$ cat src/rtl/c7bbiu_lsu_slv.sv
// c7bbiu_lsu_slv: BIU-side responder for the LSU read/write request interface.
// Each accepted LSU request becomes a single transfer on a 64-bit
// req/gnt/response memory port. Only one transaction is outstanding at a time,
// and a watchdog completes a hung transfer with an error pulse.
module c7bbiu_lsu_slv #(
    parameter int TIMEOUT = 1024,
    parameter int CNT_W   = 16
) (
    input  logic        clk,
    input  logic        resetn,
    // LSU read channel
    input  logic        lsu_biu_rd_req,
    input  logic [31:0] lsu_biu_rd_addr,
    output logic        biu_lsu_rd_ack,
    output logic        biu_lsu_data_valid,
    output logic [63:0] biu_lsu_data,
    // LSU write channel
    input  logic        lsu_biu_wr_req,
    input  logic [31:0] lsu_biu_wr_addr,
    input  logic [63:0] lsu_biu_wr_data,
    input  logic [7:0]  lsu_biu_wr_strb,
    output logic        biu_lsu_wr_ack,
    output logic        biu_lsu_write_done,
    output logic        biu_lsu_err,
    // memory port
    output logic        mem_req,
    output logic        mem_we,
    output logic [31:0] mem_addr,
    output logic [63:0] mem_wdata,
    output logic [7:0]  mem_wstrb,
    input  logic        mem_gnt,
    input  logic        mem_rvalid,
    input  logic [63:0] mem_rdata,
    input  logic        mem_wdone
);

    typedef enum logic [2:0] {
        IDLE    = 3'd0,
        RD_REQ  = 3'd1,
        RD_WAIT = 3'd2,
        WR_REQ  = 3'd3,
        WR_WAIT = 3'd4,
        RESP    = 3'd5
    } state_t;

    // Last watchdog count before the forced completion.
    localparam logic [CNT_W-1:0] CNT_LAST = CNT_W'(TIMEOUT - 1);

    state_t           state, state_nxt;
    logic [CNT_W-1:0] cnt;

    logic start_rd, start_wr;   // request accepted in IDLE
    logic gnt_hit;              // memory accepted the request
    logic rd_done, rd_tmo;      // read finished normally / by watchdog
    logic wr_done, wr_tmo;      // write finished normally / by watchdog

    // Byte-offset bits are dropped: the memory port is doubleword addressed.
    logic unused_addr_lsbs;
    assign unused_addr_lsbs = ^{lsu_biu_rd_addr[2:0], lsu_biu_wr_addr[2:0]};

    // State register.
    always_ff @(posedge clk or negedge resetn) begin
        if (!resetn) state <= IDLE;
        else         state <= state_nxt;
    end

    // Next-state decode and per-cycle transfer events; write wins over read.
    always_comb begin
        state_nxt = state;
        start_rd  = 1'b0;
        start_wr  = 1'b0;
        gnt_hit   = 1'b0;
        rd_done   = 1'b0;
        rd_tmo    = 1'b0;
        wr_done   = 1'b0;
        wr_tmo    = 1'b0;
        case (state)
            IDLE: begin
                if (lsu_biu_wr_req) begin
                    state_nxt = WR_REQ;
                    start_wr  = 1'b1;
                end else if (lsu_biu_rd_req) begin
                    state_nxt = RD_REQ;
                    start_rd  = 1'b1;
                end
            end
            RD_REQ: begin
                if (mem_gnt) begin
                    state_nxt = RD_WAIT;
                    gnt_hit   = 1'b1;
                end
            end
            WR_REQ: begin
                if (mem_gnt) begin
                    state_nxt = WR_WAIT;
                    gnt_hit   = 1'b1;
                end
            end
            RD_WAIT: begin
                if (mem_rvalid) begin
                    state_nxt = RESP;
                    rd_done   = 1'b1;
                end else if (cnt == CNT_LAST) begin
                    state_nxt = RESP;
                    rd_tmo    = 1'b1;
                end
            end
            WR_WAIT: begin
                if (mem_wdone) begin
                    state_nxt = RESP;
                    wr_done   = 1'b1;
                end else if (cnt == CNT_LAST) begin
                    state_nxt = RESP;
                    wr_tmo    = 1'b1;
                end
            end
            RESP:    state_nxt = IDLE;
            default: state_nxt = IDLE;
        endcase
    end

    // The memory request is a pure function of state, so it drops the cycle after grant.
    assign mem_req = (state == RD_REQ) || (state == WR_REQ);
    assign mem_we  = (state == WR_REQ);

    // Watchdog: restarts on grant, counts every cycle spent waiting for the response.
    always_ff @(posedge clk or negedge resetn) begin
        if (!resetn)
            cnt <= '0;
        else if (gnt_hit)
            cnt <= '0;
        else if (state == RD_WAIT || state == WR_WAIT)
            cnt <= cnt + 1'b1;
    end

    // Registered LSU pulses; completion pulses and err are high during RESP.
    always_ff @(posedge clk or negedge resetn) begin
        if (!resetn) begin
            biu_lsu_rd_ack     <= 1'b0;
            biu_lsu_wr_ack     <= 1'b0;
            biu_lsu_data_valid <= 1'b0;
            biu_lsu_write_done <= 1'b0;
            biu_lsu_err        <= 1'b0;
        end else begin
            biu_lsu_rd_ack     <= start_rd;
            biu_lsu_wr_ack     <= start_wr;
            biu_lsu_data_valid <= rd_done | rd_tmo;
            biu_lsu_write_done <= wr_done | wr_tmo;
            biu_lsu_err        <= rd_tmo | wr_tmo;
        end
    end

    // Transfer payload: captured on accept, held until the next accept.
    always_ff @(posedge clk or negedge resetn) begin
        if (!resetn) begin
            mem_addr  <= '0;
            mem_wdata <= '0;
            mem_wstrb <= '0;
        end else if (start_wr) begin
            mem_addr  <= {lsu_biu_wr_addr[31:3], 3'b000};
            mem_wdata <= lsu_biu_wr_data;
            mem_wstrb <= lsu_biu_wr_strb;
        end else if (start_rd) begin
            mem_addr  <= {lsu_biu_rd_addr[31:3], 3'b000};
        end
    end

    // Read data holds until the next read completion; a timed-out read returns zero.
    always_ff @(posedge clk or negedge resetn) begin
        if (!resetn)      biu_lsu_data <= '0;
        else if (rd_done) biu_lsu_data <= mem_rdata;
        else if (rd_tmo)  biu_lsu_data <= '0;
    end

endmodule

$ cat config.mk
export PLATFORM = sky130hd
export DESIGN_NAME = c7bbiu_lsu_slv
export DESIGN_NICKNAME = d
export VERILOG_FILES = /design/src/rtl/c7bbiu_lsu_slv.sv
export SDC_FILE = /design/constraint.sdc
export NUM_CORES = 1
export LEC_CHECK = 0
export ABC_AREA = 1
export CORE_AREA = 3 3 146 148
export CTS_BUF_LIST = sky130_fd_sc_hd__clkbuf_4 sky130_fd_sc_hd__clkbuf_8
export CTS_CLUSTER_DIAMETER = 50
export DETAILED_ROUTE_END_ITERATION = 7
export DIE_AREA = 0 0 149 151
export GPL_TIMING_DRIVEN = 0
export PLACE_DENSITY = 0.79
export SYNTH_ARGS = -nofsm -noshare
export SYNTH_HDL_FRONTEND = slang
export SYNTH_SLANG_ARGS = --single-unit
export TNS_END_PERCENT = 50
$ cat constraint.sdc
create_clock -name clk -period 2.4 [get_ports clk]
set_clock_uncertainty 0.15 [all_clocks]
set_input_delay 0.36 -clock clk [delete_from_list [all_inputs] [get_ports clk]]
set_output_delay 0.36 -clock clk [all_outputs]
set_load 0.005 [all_outputs]
Word level (Yosys, flattened, before mapping)
Index checks and enable logic that the tools add are counted.
- add/subtract/negate cells: 1
- equality and inequality tests: 8
- muxes and demuxes: 30
- bitwise operators: 3
- reductions and logical operators: 8
- operators with widths (operator ; number):
    2-to-1 mux 64 bit ; 2
    2-to-1 mux 32 bit ; 2
    2-to-1 mux 16 bit ; 2
    2-to-1 mux 3 bit ; 7
    adder 16 x 1 -> 16 bit, second input constant ; 1
    == test 16 x 10 -> 1 bit, second input constant ; 1
    2-to-1 mux 1 bit ; 16
    case mux 3 bit (5 select lines) ; 1
    == test 3 x 2 -> 1 bit, second input constant ; 2
    nonzero test 2 bit ; 3
    == test 3 x 1 -> 1 bit, second input constant ; 1
    == test 3 bit, second input constant ; 1
    logical NOT 3 bit ; 1
    inequality test 3 bit, second input constant ; 1
    bitwise OR 1 bit ; 3
    AND reduction 3 bit ; 1
    logical OR 1 bit ; 2
    inequality test 2 x 1 -> 1 bit, second input constant ; 1
    inequality test 2 bit, second input constant ; 1
    OR reduction 2 bit ; 1
- flip-flop bits (word level): 192
- bits of input ports: 207

Logic depth before layout (Yosys ltp)
Gate-level depths: netlist of run 1.
- depth after elaboration: 6
- mapped depth: 10
- mapped depth without buffers: 10

Worst setup path after synthesis of run 1
No wires, ideal clock.
- kind: register to register
- start: reg cnt[0]
- end: reg biu_lsu_data[17]
- library setup time: 0.135 ns
- data arrival time: 1.396 ns
- data required time: 2.115 ns
- setup slack: 0.719 ns
- stages on the path, launching flop included: 9
- path buffers: 2
- period minus slack after synthesis: 1.681 ns
- cells stage by stage: dfrtp_1 > ha_1 > nand3_1 > nor2_2 > nand3_2 > buf_6 > buf_6 > nand3_2 > o21ai_0
- cells in the longest elaborated chain, start to end: 5
- RTL lines (item ; RTL line ; RTL):
    start: declaration ; 50 ; logic [CNT_W-1:0] cnt;
    start signal: assignment ; 133 ; cnt <= cnt + 1'b1;
    == test 16 x 10 -> 1 bit ; 103 ; end else if (cnt == CNT_LAST) begin
    2-to-1 mux 1 bit ; 103 ;
    2-to-1 mux 1 bit ; 100 ; if (mem_rvalid) begin
    2-to-1 mux 1 bit ; 77 ; case (state)
    nonzero test 2 bit (no line) ; n/a ;
    end signal: assignment ; 171 ; else if (rd_done) biu_lsu_data <= mem_rdata;
    end: declaration ; 16 ; output logic [63:0] biu_lsu_data,
Every way passes these cells.
A chain may end at the register's enable or synchronous reset.

Worst setup path after layout of run 1
- start: reg state[2]
- end: out mem_req
- cells in the longest elaborated chain, start to end: 2
- elaborated cells between the ends (all ways): 3
- those cells by class: 2 x eq/ne; 1 x reduce/logical
- RTL lines (item ; RTL line ; RTL):
    start: declaration ; 49 ; state_t state, state_nxt;
    start signal: assignment ; 64 ; else state <= state_nxt;
    == test 3 x 1 -> 1 bit or == test 3 x 2 -> 1 bit (tied branches) ; 123 ; assign mem_req = (state == RD_REQ) || (state == WR_REQ);
    logical OR 1 bit (*) ; 123 ;
    end: declaration ; 26 ; output logic mem_req,
Every way passes the cells marked *; elsewhere a longest branch is shown, timed or not.

==> qor.yml, run 1 <==
status:
  status: "finished, final reports clean"
global_route:
  grt_pass1_wl_mm: 41.3
  grt_pass1_vias: 7762
  overflow: 0
  antenna_found_initial: 0
  track_usage_pct: 23.4
  grt_max_degree: 101
drt:
  vias: 7812
  post_drt_wl_per_cell_um: 16.7
  drt_first_pass_iters: 5
  vias_per_cell: 4.79
  postRouteAntennaNets: 0
  route.detailed.drc: 0
  drt_iter0_markers: 490
  routed_wl_mm: 27.1
place:
  portBuffers: 372
  hpwlAfterDp_mm: 20.6
  dp_worst_setup_slack_ps: 261
  placed_area_um2: 12200
  place_congestion: 0.881
logic_synthesis:
  synth_compound_area_share_pct: 9.68
  ys_seq_elements: 189
  yosysUniqueCellTypes: 27
  seq_area_frac_synth_pct: 58.1
  synth_simple_gate_area_share_pct: 22.1
  synth_top_family_by_area: "simple AND/OR/NAND/NOR gates"
  syn_avg_cell_area_um2: 8.56
  synthMuxAreaShare_pct: 0
  synth_fa_ha_area_share_pct: 0.154
  syn_area_um2: 8140
  synthCells: 951
  yosysWarnings: 0
  synth_xor_area_share_pct: 0.215
pwr:
  peakVddDrop_mv: 0.524
  leakagePower_uw: 0.00610
  pwr_density_cell_nw_per_um2: 1090
timing:
  holdWs_ps: 256
  rsz0062_at_grt: "no"
  worst_pin_slew_ps: 703
  period_share_pct: 88.2
  tns_ps: 0
  timing.fmax_mhz: 472
  setup_ws_ps: 283
  finalHoldViolations: 0
  setup_violations: 0
  slew-limit-headroom_pct: 53.1
  drv_slew: 0
  finalCriticalPeriod_ps: 2120
cts:
  clk_latency_ps: 470
  clkTransAtPathRegs_ps: 120
  numCtsBuffers: 17
  cts.sinks: 189
  root_buffer: "clkbuf_8"
  cts_max_level: 4
  cts_tree: "yes"
  cts_buffer_depth: 2
worst_hold_path:
  hold_end: "mem_wstrb[6]"
  hold_class: "in -> reg"
  min-delay-start: "lsu_biu_wr_strb[6]"
  holdPathStages: 3
floorplan:
  die_x_um: 149
  core-area_um2: 20200
  rows: 52
  ios: 382
  start_util_pct: 40.4
  die_y_um: 151
  die_area_um2: 22500
final_layout:
  nFillCells: 1755
  syn2layout_area_growth_pct: 55.6
  fin_nets: 1555
  drive_above_1_share_pct: 7.35
  num_antenna_cells: 0
  final_area_um2: 12700
worst_setup_path:
  worst_setup_path_end_kind: "primary output"
  path_cells: "nor2_4 -> clkdlybuf4s50_1"
  r2r_slack_ps: 430
  path_max_fanout: 4
  crit_slowest_cell: "clkdlybuf4s50_1"
  crit_arrival_ps: 1610
  max_stage_delay_ps: 540
  critical_path_class: "reg -> out"
  r2r_cells: 7
  required_ps: 1890
  start_kind: "register"
  regToRegStartpoint: "state[0]"
  crit_start: "state[2]"
  rr_endpoint: "mem_addr[25]"
run:
  drv_cap: 0
[Yosys cell counts (all sizes together)]
| library cell | instances | area share, % |
|---|---|---|
| nor4 | 1 | 0.077 |
| nand4 | 14 | 1.1 |
| a21oi | 7 | 0.48 |
| o22ai | 30 | 2.3 |
| buf | 45 | 3.5 |
| conb | 1 | 0.046 |
| nand2 | 273 | 13 |
| nor2 | 61 | 3.0 |
| inv | 124 | 5.7 |
| a22o | 1 | 0.11 |
| ha | 1 | 0.15 |
| dfrtp | 189 | 58 |
| xor2 | 2 | 0.22 |
| clkbuf | 10 | 0.46 |
| nor3 | 1 | 0.061 |
| o21bai | 1 | 0.092 |
| nand3 | 81 | 5.1 |
| o21ai | 109 | 6.7 |
[repair_timing]
action                     in CTS  in global routing
setup endpoints to repair       1                  1
pin swaps                       0                  0
gates resized for setup         1                  2
hold buffers                    1                  0
hold endpoints to repair       89                  0
setup buffers                   0                  1
[layout by cell type (no fill, tap or decap), drive strengths merged, types with 2 or more instances in the layout]
cell type        n
dfrtp          189
nand4           14
clkdlybuf4s50  370
conb             3
xor2             2
clkinv           8
nor2            61
inv            131
buf             48
o21ai          109
o22ai           30
clkbuf          27
a21oi            7
nand3           81
nand2          273
[through the flow]
stage          power [uW]  instances  util, %
2_1_floorplan        7750        953        -
3_3_place_gp        11600       1595     60.6
3_5_place_dp        11800       1596     60.7
4_1_cts             13900       1629     62.8
5_1_grt             14800       1630     62.8
6_report            13800       1630     62.8
[layer usage]
| metal | global-route usage, % | vias to the layer above | share of wire (%) |
|---|---|---|---|
| met3 | 7.39 | 54 | 8.6 |
| met1 | 28.0 | 3659 | 39 |
| met5 | 0 | - | 0 |
| met4 | 8.51 | 0 | 3.0 |
| li1 | - | 3791 | - |
| met2 | 39.9 | 308 | 50 |
[logic make-up (layout without fill, tap and decap cells)]
kind of cell    after synthesis  in the layout
compound gates              148            148
xor+xnor                      2              2
fa+ha+maj                     1              1
buf+inv                     179            586
flops                       189            189
other cells                   1              3
simple gates                431            431
[flip-flops by register name, indices dropped and copies added, names as in the netlist, 3 cells and up]
name,flops
mem_addr,29
mem_wdata,64
state,3
cnt,16
mem_wstrb,8
biu_lsu_data,64
[area by class of cell]
class | instances | area (um^2) | area share, %
Buffer | 55 | 327 | 2.58
Clock buffer | 17 | 234 | 1.85
Clock inverter | 15 | 170 | 1.34
Inverter | 124 | 465 | 3.67
Multi-Input combinational cell | 585 | 2640 | 20.8
Sequential cell | 189 | 4730 | 37.3
Tap cell | 270 | 338 | 2.67
Timing Repair Buffer | 375 | 3780 | 29.8
[report_power, final]
| group | internal [uW] | switching [uW] | leakage (uW) | total, uW |
|---|---|---|---|---|
| sequential | 4530 | 762 | 0.00239 | 5300 |
| combinational | 3530 | 2870 | 0.00351 | 6400 |
| clock | 791 | 1350 | 0.000204 | 2140 |
[worst max-delay path by stage]
stage                  endpoint  slack, ps  cells after the start
2_1_floorplan  biu_lsu_data[17]        720                      8
3_3_place_gp     biu_lsu_wr_ack      -7210                      1
3_5_place_dp   biu_lsu_data[31]        260                      5
4_1_cts                  mem_we         10                      4
5_1_grt                 mem_req        220                      2
6_report                mem_req        280                      2
[critical path: cells and delay by family, from the launching register on]
family | cells | cell delay, ps
flops | 1 | 460
simple gates | 1 | 150
buf+inv | 1 | 540
(Power assumes the default switching activity.)
==> run 2: changes to the inputs <==
--- a/config.mk
+++ b/config.mk
@@ -11,7 +11,7 @@
 export CTS_CLUSTER_DIAMETER = 50
 export DETAILED_ROUTE_END_ITERATION = 7
 export DIE_AREA = 0 0 149 151
-export GPL_TIMING_DRIVEN = 0
+export GPL_ROUTABILITY_DRIVEN = 0
 export PLACE_DENSITY = 0.79
 export SYNTH_ARGS = -nofsm -noshare
 export SYNTH_HDL_FRONTEND = slang
==> qor.yml, run 2 (synthesized netlist as in run 1, its figures left out) <==
drt:
  route.detailed.drc: 0  # unchanged
  wl_met2_mm: 12.3  # -8.4%
  wl_met1_mm: 9.75  # -7.3%
  top_layer_used: "met4"
  routed_wl_mm: 24.8  # -8.6%
  drt_iter0_markers: 433  # -12%
  vias_per_cell: 4.73  # -1.4%
  dr_wl_met3_mm: 2.09  # -10%
  post_drt_wl_per_cell_um: 15.6  # -6.6%
  vias: 7535  # -3.5%
  postRouteAntennaNets: 0  # unchanged
  drt_first_pass_iters: 5  # unchanged
pwr:
  power_frac_seq_pct: 38.2  # about the same
  p_clk_share_pct: 15.9  # +0.5 points
  switching_share_pct: 34.7  # -1.3 points
  peakVddDrop_mv: 0.519  # -1.1%
  internal_power_uw: 9030  # +2.0%
  switchingPower_uw: 4810  # -3.5%
  pwr_density_cell_nw_per_um2: 1090  # about the same
  combPwrFrac_pct: 45.9  # -0.4 points
  leakagePower_uw: 0.00603  # -1.2%
final_layout:
  nFillCells: 1680  # -4.3%
  drive_above_1_share_pct: 5.89  # -1.5 points
  fin_nets: 1519  # -2.3%
  syn2layout_area_growth_pct: 55.6  # about the same
  final_cell_mix: "clkdlybuf4s50_1 (371), nand2_1 (267), dfrtp_1 (187), inv_1 (119), nand3_1 (77)"
  final_common_cell: "clkdlybuf4s50_1"
  top_regs: "biu_lsu_data (64), mem_wdata (64), mem_addr (29)"
  num_antenna_cells: 0  # unchanged
  finish.utilization_pct: 62.8  # about the same
floorplan:
  core-area_um2: 20200  # unchanged
  die_y_um: 151  # unchanged
  start_util_pct: 40.4  # unchanged
  ios: 382  # unchanged
  die_area_um2: 22500  # unchanged
  die_x_um: 149  # unchanged
  rows: 52  # unchanged
run:
  drv_cap: 0  # unchanged
worst_setup_path:
  r2r_cells: 8  # +1
  worst_setup_path_end_kind: "primary output"
  start_kind: "register"
  regToRegStartpoint: "state[2]"
  path_max_fanout: 3  # -1
  required_ps: 1890  # about the same
  crit_arrival_ps: 1730  # +120 ps
  r2r_slack_ps: 350  # -80 ps
  critical_path_class: "reg -> out"
  rr_endpoint: "mem_wdata[46]"
timing:
  timing.fmax_mhz: 447  # -5.4%
  period_share_pct: 93.3  # +5.0 points
  tns_ps: 0  # unchanged
  finalCriticalPeriod_ps: 2240  # +121 ps
  rsz0062_at_grt: "no"
  finalHoldViolations: 0  # unchanged
  drv_slew: 0  # unchanged
  setup_violations: 0  # unchanged
cts:
  cts.sinks: 189  # unchanged
  cts_buffer_depth: 2  # unchanged
  cts_max_level: 4  # unchanged
  root_buffer: "clkbuf_8"
  numCtsBuffers: 17  # unchanged
  clk_latency_ps: 450  # -20 ps
  clkTransAtPathRegs_ps: 100  # -20 ps
  cts_tree: "yes"
global_route:
  grt_max_degree: 84  # -17%
  grt_pass1_vias: 7340  # -5.4%
  antenna_found_initial: 0  # unchanged
  overflow: 0  # unchanged
  grt_pass1_wl_mm: 38.2  # -7.4%
  track_usage_pct: 21.4  # -2.0 points
place:
  portBuffers: 372  # unchanged
  hpwlAfterDp_mm: 18.4  # -11%
worst_hold_path:
  hold_class: "in -> async"
status:
  status: "finished, final reports clean"
-- run 2: cell types whose count changed in the layout (fill, tap and decap cells not counted), sizes merged --
cell           previous run  this run
clkdlybuf4s50           370       371
bufinv                    0         1
clkinvlp                  0         1
dlymetal6s2s              1         0
clkinv                    8         5
buf                      48        21
clkbuf                   27        19
-- run 2: power groups by stage --
| stage | combinational [uW] | clock (uW) | sequential [uW] |
|---|---|---|---|
| after detailed placement | 6350 | 0 | 5350 |
| final | 6350 | 2210 | 5280 |
| after floorplan | 2340 | 0 | 5410 |
| after global routing | 6990 | 2430 | 5430 |
| after CTS | 6410 | 2280 | 5290 |
| after global placement | 6220 | 0 | 5270 |
-- run 2: layout make-up --
type	instances	area, um^2	area share [%]
Clock buffer	18	248	1.96
Clock inverter	14	173	1.36
Inverter	124	465	3.67
Multi-Input combinational cell	585	2670	21.1
Sequential cell	189	4730	37.3
Tap cell	270	338	2.67
Timing Repair Buffer	394	4050	31.9
-- run 2: how the worst max path moves through the flow --
stage                              start               end  slack, ps  depth (start not counted)
after CTS                       state[2]            mem_we          4                          4
after detailed placement  lsu_biu_wr_req     mem_wdata[12]        300                          7
after global routing            state[0]            mem_we         20                          5
after global placement    lsu_biu_wr_req     mem_wdata[36]        350                          7
final                           state[0]            mem_we        160                          5
after floorplan                   cnt[0]  biu_lsu_data[17]        720                          8
-- run 2: timing repair --
action                                 4_1_cts  5_1_grt
gates resized for setup                      1        3
setup endpoints to repair                    1        1
pin swaps                                    0        1
buffers inserted                             1        2
hold buffers                                 1        0
endpoints found under the hold margin       50        0
-- run 2: critical path, cell delays in order, from the launching register on --
cell and delay [ps]:
dfrtp_1 370, inv_2 60, nor2_4 120, inv_1 80, nor2_2 110, clkdlybuf4s50_1 530
-- run 2: metal layers --
| layer | up-vias | track usage (%) |
|---|---|---|
| met3 | 35 | 6.40 |
| li1 | 3728 | - |
| met5 | - | 0 |
| met4 | 0 | 6.86 |
| met2 | 296 | 36.2 |
| met1 | 3476 | 26.4 |
-- run 2: metrics by stage --
step | instances | hold slack, ps | cell area [um^2] | total power (uW) | setup slack, ps
final | 1594 | 268 | 12700 | 13800 | 161
after global routing | 1594 | 237 | 12700 | 14900 | 21.8
after CTS | 1592 | 232 | 12700 | 14000 | 4.01
after detailed placement | 1558 | 226 | 12200 | 11700 | 301
after global placement | 1558 | 224 | 12200 | 11500 | 345
after floorplan | 953 | -85.6 | 8150 | 7750 | 719
